File: src/rtl/pen_servo_ramp.sv
// Pen-servo command stage: accepts pen-up/down commands, slews the PWM high-time
// toward the target once per frame, waits a settle interval, then reports completion.
module pen_servo_ramp #(
  parameter int SYS_FREQ      = 50000000,
  parameter int PWM_FREQ      = 50,
  parameter int UP_WIDTH      = 50000,
  parameter int DOWN_WIDTH    = 200000,
  parameter int STEP          = 10000,
  parameter int SETTLE_FRAMES = 10
) (
  input  logic        clk,
  input  logic        reset,
  input  logic        cmd_valid,
  input  logic        cmd_pen_down,
  output logic        cmd_ready,
  output logic [19:0] pulse_width,
  output logic        frame_tick,
  output logic        busy,
  output logic        done,
  output logic        pen_is_down
);

  localparam int FRAME = SYS_FREQ / PWM_FREQ;
  localparam logic [19:0] FRAME_LAST = 20'(FRAME - 1);
  localparam logic [19:0] UP_W       = 20'(UP_WIDTH);
  localparam logic [19:0] DOWN_W     = 20'(DOWN_WIDTH);
  localparam logic [19:0] STEP_W     = 20'(STEP);
  localparam int SCW = (SETTLE_FRAMES > 1) ? $clog2(SETTLE_FRAMES) : 1;
  localparam logic [SCW-1:0] SETTLE_LAST = SCW'(SETTLE_FRAMES - 1);

  localparam logic [1:0] IDLE   = 2'd0;
  localparam logic [1:0] RAMP   = 2'd1;
  localparam logic [1:0] SETTLE = 2'd2;

  logic [1:0]     state;
  logic [19:0]    frame_cnt;
  logic [19:0]    frame_cnt_next;
  logic [19:0]    target;
  logic           target_down;
  logic [SCW-1:0] settle_cnt;
  logic [19:0]    cmd_target;
  logic [19:0]    distance;
  logic           moving_up;

  assign cmd_ready  = (state == IDLE);
  assign busy       = (state != IDLE);
  assign cmd_target = cmd_pen_down ? DOWN_W : UP_W;

  always_comb begin
    frame_cnt_next = (frame_cnt == FRAME_LAST) ? 20'd0 : frame_cnt + 20'd1;
  end

  // Tick is registered off the next count so it lines up with count == FRAME-1.
  always_ff @(posedge clk or negedge reset) begin
    if (!reset) begin
      frame_cnt  <= 20'd0;
      frame_tick <= 1'b0;
    end else begin
      frame_cnt  <= frame_cnt_next;
      frame_tick <= (frame_cnt_next == FRAME_LAST);
    end
  end

  // Magnitude is taken before stepping so the width never wraps.
  always_comb begin
    moving_up = (target > pulse_width);
    distance  = moving_up ? (target - pulse_width) : (pulse_width - target);
  end

  always_ff @(posedge clk or negedge reset) begin
    if (!reset) begin
      state       <= IDLE;
      pulse_width <= UP_W;
      pen_is_down <= 1'b0;
      done        <= 1'b0;
      target      <= UP_W;
      target_down <= 1'b0;
      settle_cnt  <= '0;
    end else begin
      done <= 1'b0;
      case (state)
        IDLE: begin
          if (cmd_valid) begin
            target      <= cmd_target;
            target_down <= cmd_pen_down;
            if (cmd_target == pulse_width) begin
              done        <= 1'b1;
              pen_is_down <= cmd_pen_down;
            end else begin
              state <= RAMP;
            end
          end
        end
        RAMP: begin
          if (frame_tick) begin
            if (distance <= STEP_W) begin
              pulse_width <= target;
              settle_cnt  <= '0;
              state       <= SETTLE;
            end else if (moving_up) begin
              pulse_width <= pulse_width + STEP_W;
            end else begin
              pulse_width <= pulse_width - STEP_W;
            end
          end
        end
        SETTLE: begin
          if (frame_tick) begin
            if (settle_cnt == SETTLE_LAST) begin
              state       <= IDLE;
              done        <= 1'b1;
              pen_is_down <= target_down;
            end else begin
              settle_cnt <= settle_cnt + SCW'(1);
            end
          end
        end
        default: state <= IDLE;
      endcase
    end
  end

endmodule

File: config.mk
export PLATFORM = sky130hd
export DESIGN_NAME = pen_servo_ramp
export DESIGN_NICKNAME = d
export VERILOG_FILES = /design/src/rtl/pen_servo_ramp.sv
export SDC_FILE = /design/constraint.sdc
export NUM_CORES = 1
export LEC_CHECK = 0
export ABC_AREA = 1
export BUFFER_PORTS_ARGS = -buffer_cell sky130_fd_sc_hd__buf_4
export CAP_MARGIN = 10
export CORE_MARGIN = 2
export CORE_UTILIZATION = 25
export CTS_BUF_LIST = sky130_fd_sc_hd__clkbuf_4
export DETAILED_ROUTE_END_ITERATION = 8
export PLACE_DENSITY = 0.51
export SLEW_MARGIN = 20
export SYNTH_ARGS = -nofsm -noshare
export SYNTH_HDL_FRONTEND = slang
export SYNTH_SLANG_ARGS = --single-unit
File: constraint.sdc
create_clock -name clk -period 4.9 [get_ports clk]
set_input_delay 0.245 -clock clk [delete_from_list [all_inputs] [get_ports clk]]
set_output_delay 0.245 -clock clk [all_outputs]
set_load 0.1 [all_outputs]
Word level (Yosys, flattened, before mapping)
Index checks and enable logic that the tools add are counted.
{"block": "word_totals", "ff_bits": 70, "elab_cells": 67}
{"block": "op_classes", "n_eq_ne": 14, "magnitude_cmp": 2, "n_addsub": 6, "muxes": 27, "reduce_logical": 9}
{"op": "20-bit 2-to-1 mux", "count": 4}
{"op": "20-bit == test (second input constant)", "count": 2}
{"op": "20-bit subtractor", "count": 2}
{"op": "20-bit by 1-bit adder with 20-bit output (second input constant)", "count": 1}
{"op": "20-bit by 14-bit adder with 20-bit output (second input constant)", "count": 1}
{"op": "18-bit by 20-bit == test with 1-bit output", "count": 1}
{"op": "20-bit > comparator", "count": 1}
{"op": "20-bit by 14-bit <= comparator with 1-bit output (second input constant)", "count": 1}
{"op": "20-bit by 14-bit subtractor with 20-bit output (second input constant)", "count": 1}
{"op": "18-bit 2-to-1 mux", "count": 1}
{"op": "4-bit 2-to-1 mux", "count": 4}
{"op": "2-bit != test (second input constant)", "count": 7}
{"op": "2-bit 2-to-1 mux", "count": 6}
{"op": "5-bit AND reduction", "count": 2}
{"op": "1-bit 2-to-1 mux", "count": 8}
{"op": "4-bit one-hot mux with 2 select lines", "count": 1}
{"op": "2-bit one-hot mux with 3 select lines", "count": 1}
{"op": "6-bit AND reduction", "count": 1}
{"op": "2-bit nonzero test", "count": 3}
{"op": "4-bit by 1-bit adder with 4-bit output (second input constant)", "count": 1}
{"op": "4-bit == test (second input constant)", "count": 1}
{"op": "1-bit one-hot mux with 2 select lines", "count": 2}
{"op": "2-bit AND reduction", "count": 2}
{"op": "2-bit by 1-bit == test with 1-bit output (second input constant)", "count": 1}
{"op": "3 further kinds", "count": 3}

Depth between registers and ports, before layout
{"block": "logic_depth", "depth_word": 6, "mapped_depth": 25}

Least setup slack after synthesis
No wires, ideal clock.
{"block": "synth_path", "path_type": "register to register", "startpoint": "register pulse_width[16]", "endpoint": "register pulse_width[19]", "n_path_buf": 1, "arrival_ns": 3.897, "synth_period_minus_slack_ns": 4.029, "slack_ns": 0.871, "required_ns": 4.768, "path_stages_with_launch": 21, "cell_sequence": "dfrtp_1 > inv_1 > ha_1 > buf_2 > nand2_1 > nor3_2 > nand4_2 > nand2_4 > inv_2 > ha_1 > nand2_1 > nor3_1 > nand2_1 > nand2_1 > a21boi_0 > o21ai_0 > nand2_1 > o21ai_0 > nand3_1 > nand3_1 > o22ai_1"}
{"block": "synth_between", "elab_chain_len": 4}
{"item": "start: declaration", "line": "16", "rtl": "output logic [19:0] pulse_width,"}
{"item": "start signal: assignment", "line": "97", "rtl": "pulse_width <= target;"}
{"item": "start signal: assignment", "line": "101", "rtl": "pulse_width <= pulse_width + STEP_W;"}
{"item": "start signal: assignment", "line": "103", "rtl": "pulse_width <= pulse_width - STEP_W;"}
{"item": "20-bit subtractor or 20-bit > comparator (tied branches)", "line": "67, 66"}
{"item": "20-bit 2-to-1 mux", "line": "67", "rtl": "distance = moving_up ? (target - pulse_width) : (pulse_width - target);"}
{"item": "20-bit by 14-bit <= comparator with 1-bit output", "line": "96", "rtl": "if (distance <= STEP_W) begin"}
{"item": "20-bit 2-to-1 mux (*)", "line": "96"}
Every way passes the cells marked *; elsewhere a longest branch is shown, timed or not.
A chain may end at the register's enable or synchronous reset.

Worst setup path in the final report
{"block": "layout_path", "startpoint": "register pulse_width[14]", "endpoint": "register pulse_width[19]"}
Same word-level chain as after synthesis.

==> summary.md <==
| Metric | Value |
|---|---|
| Worst Path Arrival | 4350 ps |
| Die ar. | 19,800 um2 |
| CTS root buffer | clkbuf_4 |
| Filler instances | 2,045 |
| Cts repair resizes | 0 |
| Minimum period implied by the final worst setup slack | 4071 ps |
| DRT iter0 DRCs | 238 |
| GRT Resource Usage Total | 13.52% |
| Max_cap viols | 0 |
| Crit. End Element | register |
| Ports | 29 |
| RSZ-0062 raised after global routing | no |
| Worst Max-Slew Pin Slew | 623.5 ps |
| Share of post-route cells with drive strength above 1 | 8.090% |
| GR Overflow Total | 0 |
| Pre-Repair DR Iteration Count | 5 |
| Via count | 4,587 |
| Count of cell types in the netlist | 44 |
| CTS tree | yes |
| Final worst slack | 829.5 ps |
| Initial Utilization | 25.74% |
| Largest net degree at the start of global routing | 48 |
| Clk buf depth | 2 |
| Core region area | 18,150 um2 |
| Worst Path Max Fanout | 14 |
| CTS buffer count | 5 |
| Final Hold Vio Count | 0 |
| Initial antenna violation count | 1 |
| I/O Buffers | 24 |
| H-tree level count | 2 |
| Syn_area_per_cell | 6.444 um2 |
| Leak pwr | 2.750 nW |
| Syn. warnings | 0 |
| Setup_tns | 0 ps |
| Cell Area, Synth | 4672 um2 |
| Outcome | completed |
| Cell row count | 49 |
| Final core occ | 28.61% |
| DR WL/cell | 13.58 um |
| Max IR drop VDD | 0.09607 mV |
| CTS Sinks | 47 |
| Cell count after synthesis | 725 |
| Critical path class | register to register |
| Gpl congestion | 0.8810 |
| Global-route wire length before repair | 21,970 um |
| Final worst-path cycle share | 83.07% |
| Asr flop ratio synth | 100.0% |
| Worst EP required | 5180 ps |
| Layout area overhead | 11.14% |
| Number of synthesized flops with an enable pin | 0 |
| DRC Markers | 0 |
| Post-place setup slack | 867.5 ps |
| Fin nets | 793 |
| PwrDens | 150.4 nW/um2 |
| Hold WC Path Type | primary input to register |
| Final setup skew | 18.36 ps |
| WL final | 13,360 um |
| Die Width | 140.7 um |
| Sequential share of the synthesized area | 25.36% |
| Clk pin slew, worst setup/hold paths | 170 ps |
| Highest Clock Rate | 245.7 MHz |
| Die height | 140.7 um |
| Detail Placement HPWL | 10,810 um |
| Vias in the first global route | 4,422 |
| Post-route ant nets | 0 |
| Fin. max-slew vios | 0 |
| Clk Latency, worst-skew pair | 390 ps |
| Setup-failing EPs final | 0 |
| Fin cells | 984 |
| #FFs+latches synth | 47 |
| Slew HR | 58.44% |
| Via density | 4.662 |
| Post-synth top flop | dfrtp_1 |
| Setup crit start kind | register |
| Placed cell count | 974 |
-- stage by stage --
| step | cell area, um2 | hold slack (ps) | total power [W] |
|---|---|---|---|
| CTS | 5190 | 128.7 | 0.0007947 |
| floorplan | 4683 | -50.59 | 0.0005004 |
| detailed placement | 5095 | 312.9 | 0.0005305 |
| global route | 5192 | 131.5 | 0.0008270 |
| finish | 5192 | 142.2 | 0.0007812 |
| global placement | 5095 | 318.3 | 0.0005316 |
-- critical path, stage by stage (launching register included) --
cell and delay (ps):
dfstp_2 600, inv_1 90, ha_1 380, nand2_1 150
nor3_2 280, nand4_2 200, nand2_4 220, inv_2 180
ha_1 410, nand2_1 100, nor3_1 140, nand2_1 70
nand2_1 100, a21boi_0 130, o21ai_0 290, nand2_1 140
o21ai_0 240, nand3_1 100, nand3_1 90, o22ai_1 60
-- cell families after synthesis --
family	Yosys count	share of synthesized area (%)
AO/OA/AOI/OAI	106	12.51
XOR/XNOR	33	6.186
adder cells (fa/ha/maj)	36	9.802
buffers and inverters	123	10.74
flip-flops	47	25.36
other	1	0.08027
AND/OR/NAND/NOR	379	35.32
-- where the power goes --
part | switching, W | internal [W]
combinational | 0.0000930 | 0.0000390
clock | 0.000147 | 0.000110
sequential | 0.00000213 | 0.000390
-- layout by cell type, fill, tap and decap left out, types with 2 or more instances in the layout --
cell and n:
nand2_1 212, inv_1 111, nor2_1 62, nand3_1 47, a21oi_1 43, dfrtp_1 40
ha_1 35, o21ai_0 33, xor2_1 28, buf_4 27, nand4_1 24, nor3_1 11
dfstp_2 7, nand2_2 6, o22ai_1 6, xnor2_1 5, o21ai_1 5, clkbuf_4 5
a31oi_1 4, nor4_1 4, conb_1 4, o21a_1 3, nor2_4 3, a22oi_1 2
a21o_1 2, o31ai_1 2, nand3b_1 2, or2_2 2, inv_2 2
-- path summary, 6_finish.rpt --
path | to | slack, ps | startpoint | cells past startpoint
max | pulse_width[19]$_DFFE_PN0P_ | 830 | pulse_width[14]$_DFFE_PN1P_ | 19
max reg2reg | pulse_width[19]$_DFFE_PN0P_ | 830 | pulse_width[14]$_DFFE_PN1P_ | 19
min | pen_is_down$_DFFE_PN0P_ | 140 | cmd_pen_down | 3
max in group asynchronous | pulse_width[13]$_DFFE_PN0P_ | 4080 | reset | 2
min in group asynchronous | frame_tick$_DFF_PN0_ | 390 | reset | 2
min reg2reg | settle_cnt[3]$_DFFE_PN0P_ | 560 | settle_cnt[3]$_DFFE_PN0P_ | 2
-- timing repair --
item	4_1_cts	5_1_grt
endpoints found under the hold margin	40	0
hold buffers	1	0
setup buffers	0	0
-- sequential cells by signal, summed over array words and instances (netlist names) --
name	cells
frame_cnt	20
pulse_width	16
settle_cnt	4
state	2
target	2
done	1
frame_tick	1
pen_is_down	1
-- cells in the mapped netlist, types with 2 or more instances --
master | number | area (um2)
nand3b_1 | 2 | 15.01
dfrtp_1 | 40 | 1001
dfstp_2 | 7 | 183.9
xor2_1 | 28 | 245.2
ha_1 | 35 | 437.9
o21ai_1 | 5 | 25.02
o21a_1 | 3 | 22.52
buf_6 | 3 | 33.78
nor3_1 | 11 | 55.05
a21oi_1 | 43 | 215.2
buf_4 | 4 | 30.03
nand2_2 | 6 | 37.54
a22oi_1 | 2 | 15.01
a31oi_1 | 4 | 25.02
nand3_1 | 47 | 235.2
nor4_1 | 4 | 25.02
o21ai_0 | 33 | 165.2
xnor2_1 | 5 | 43.79
nor2_1 | 62 | 232.7
buf_2 | 2 | 10.01
inv_1 | 111 | 416.7
nand4_1 | 24 | 150.1
nor2_4 | 3 | 33.78
a21o_1 | 2 | 15.01
nand2_1 | 212 | 795.8
o22ai_1 | 6 | 37.54
or2_2 | 2 | 12.51
inv_2 | 2 | 7.510
o31ai_1 | 2 | 15.01
-- cell type report --
type	instances	area (um2)	area share [%]
inverter	113	424.2	8.169
timing repair buffer	28	212.7	4.096
clock inverter	3	47.55	0.9157
sequential	47	1185	22.82
tap	229	286.5	5.518
multi-input combinational	558	2997	57.71
antenna	1	2.502	0.04819
clock buffer	5	37.54	0.7229
-- metal layers --
layer | vias up | global-route usage [%] | share of wire, %
met4 | 0 | 5.474 | 3.5
met5 | - | 0 | 0
met1 | 2078 | 17.89 | 47
met3 | 28 | 1.630 | 3.3
met2 | 79 | 22.44 | 46
li1 | 2402 | - | -
(Power assumes the default switching activity.)
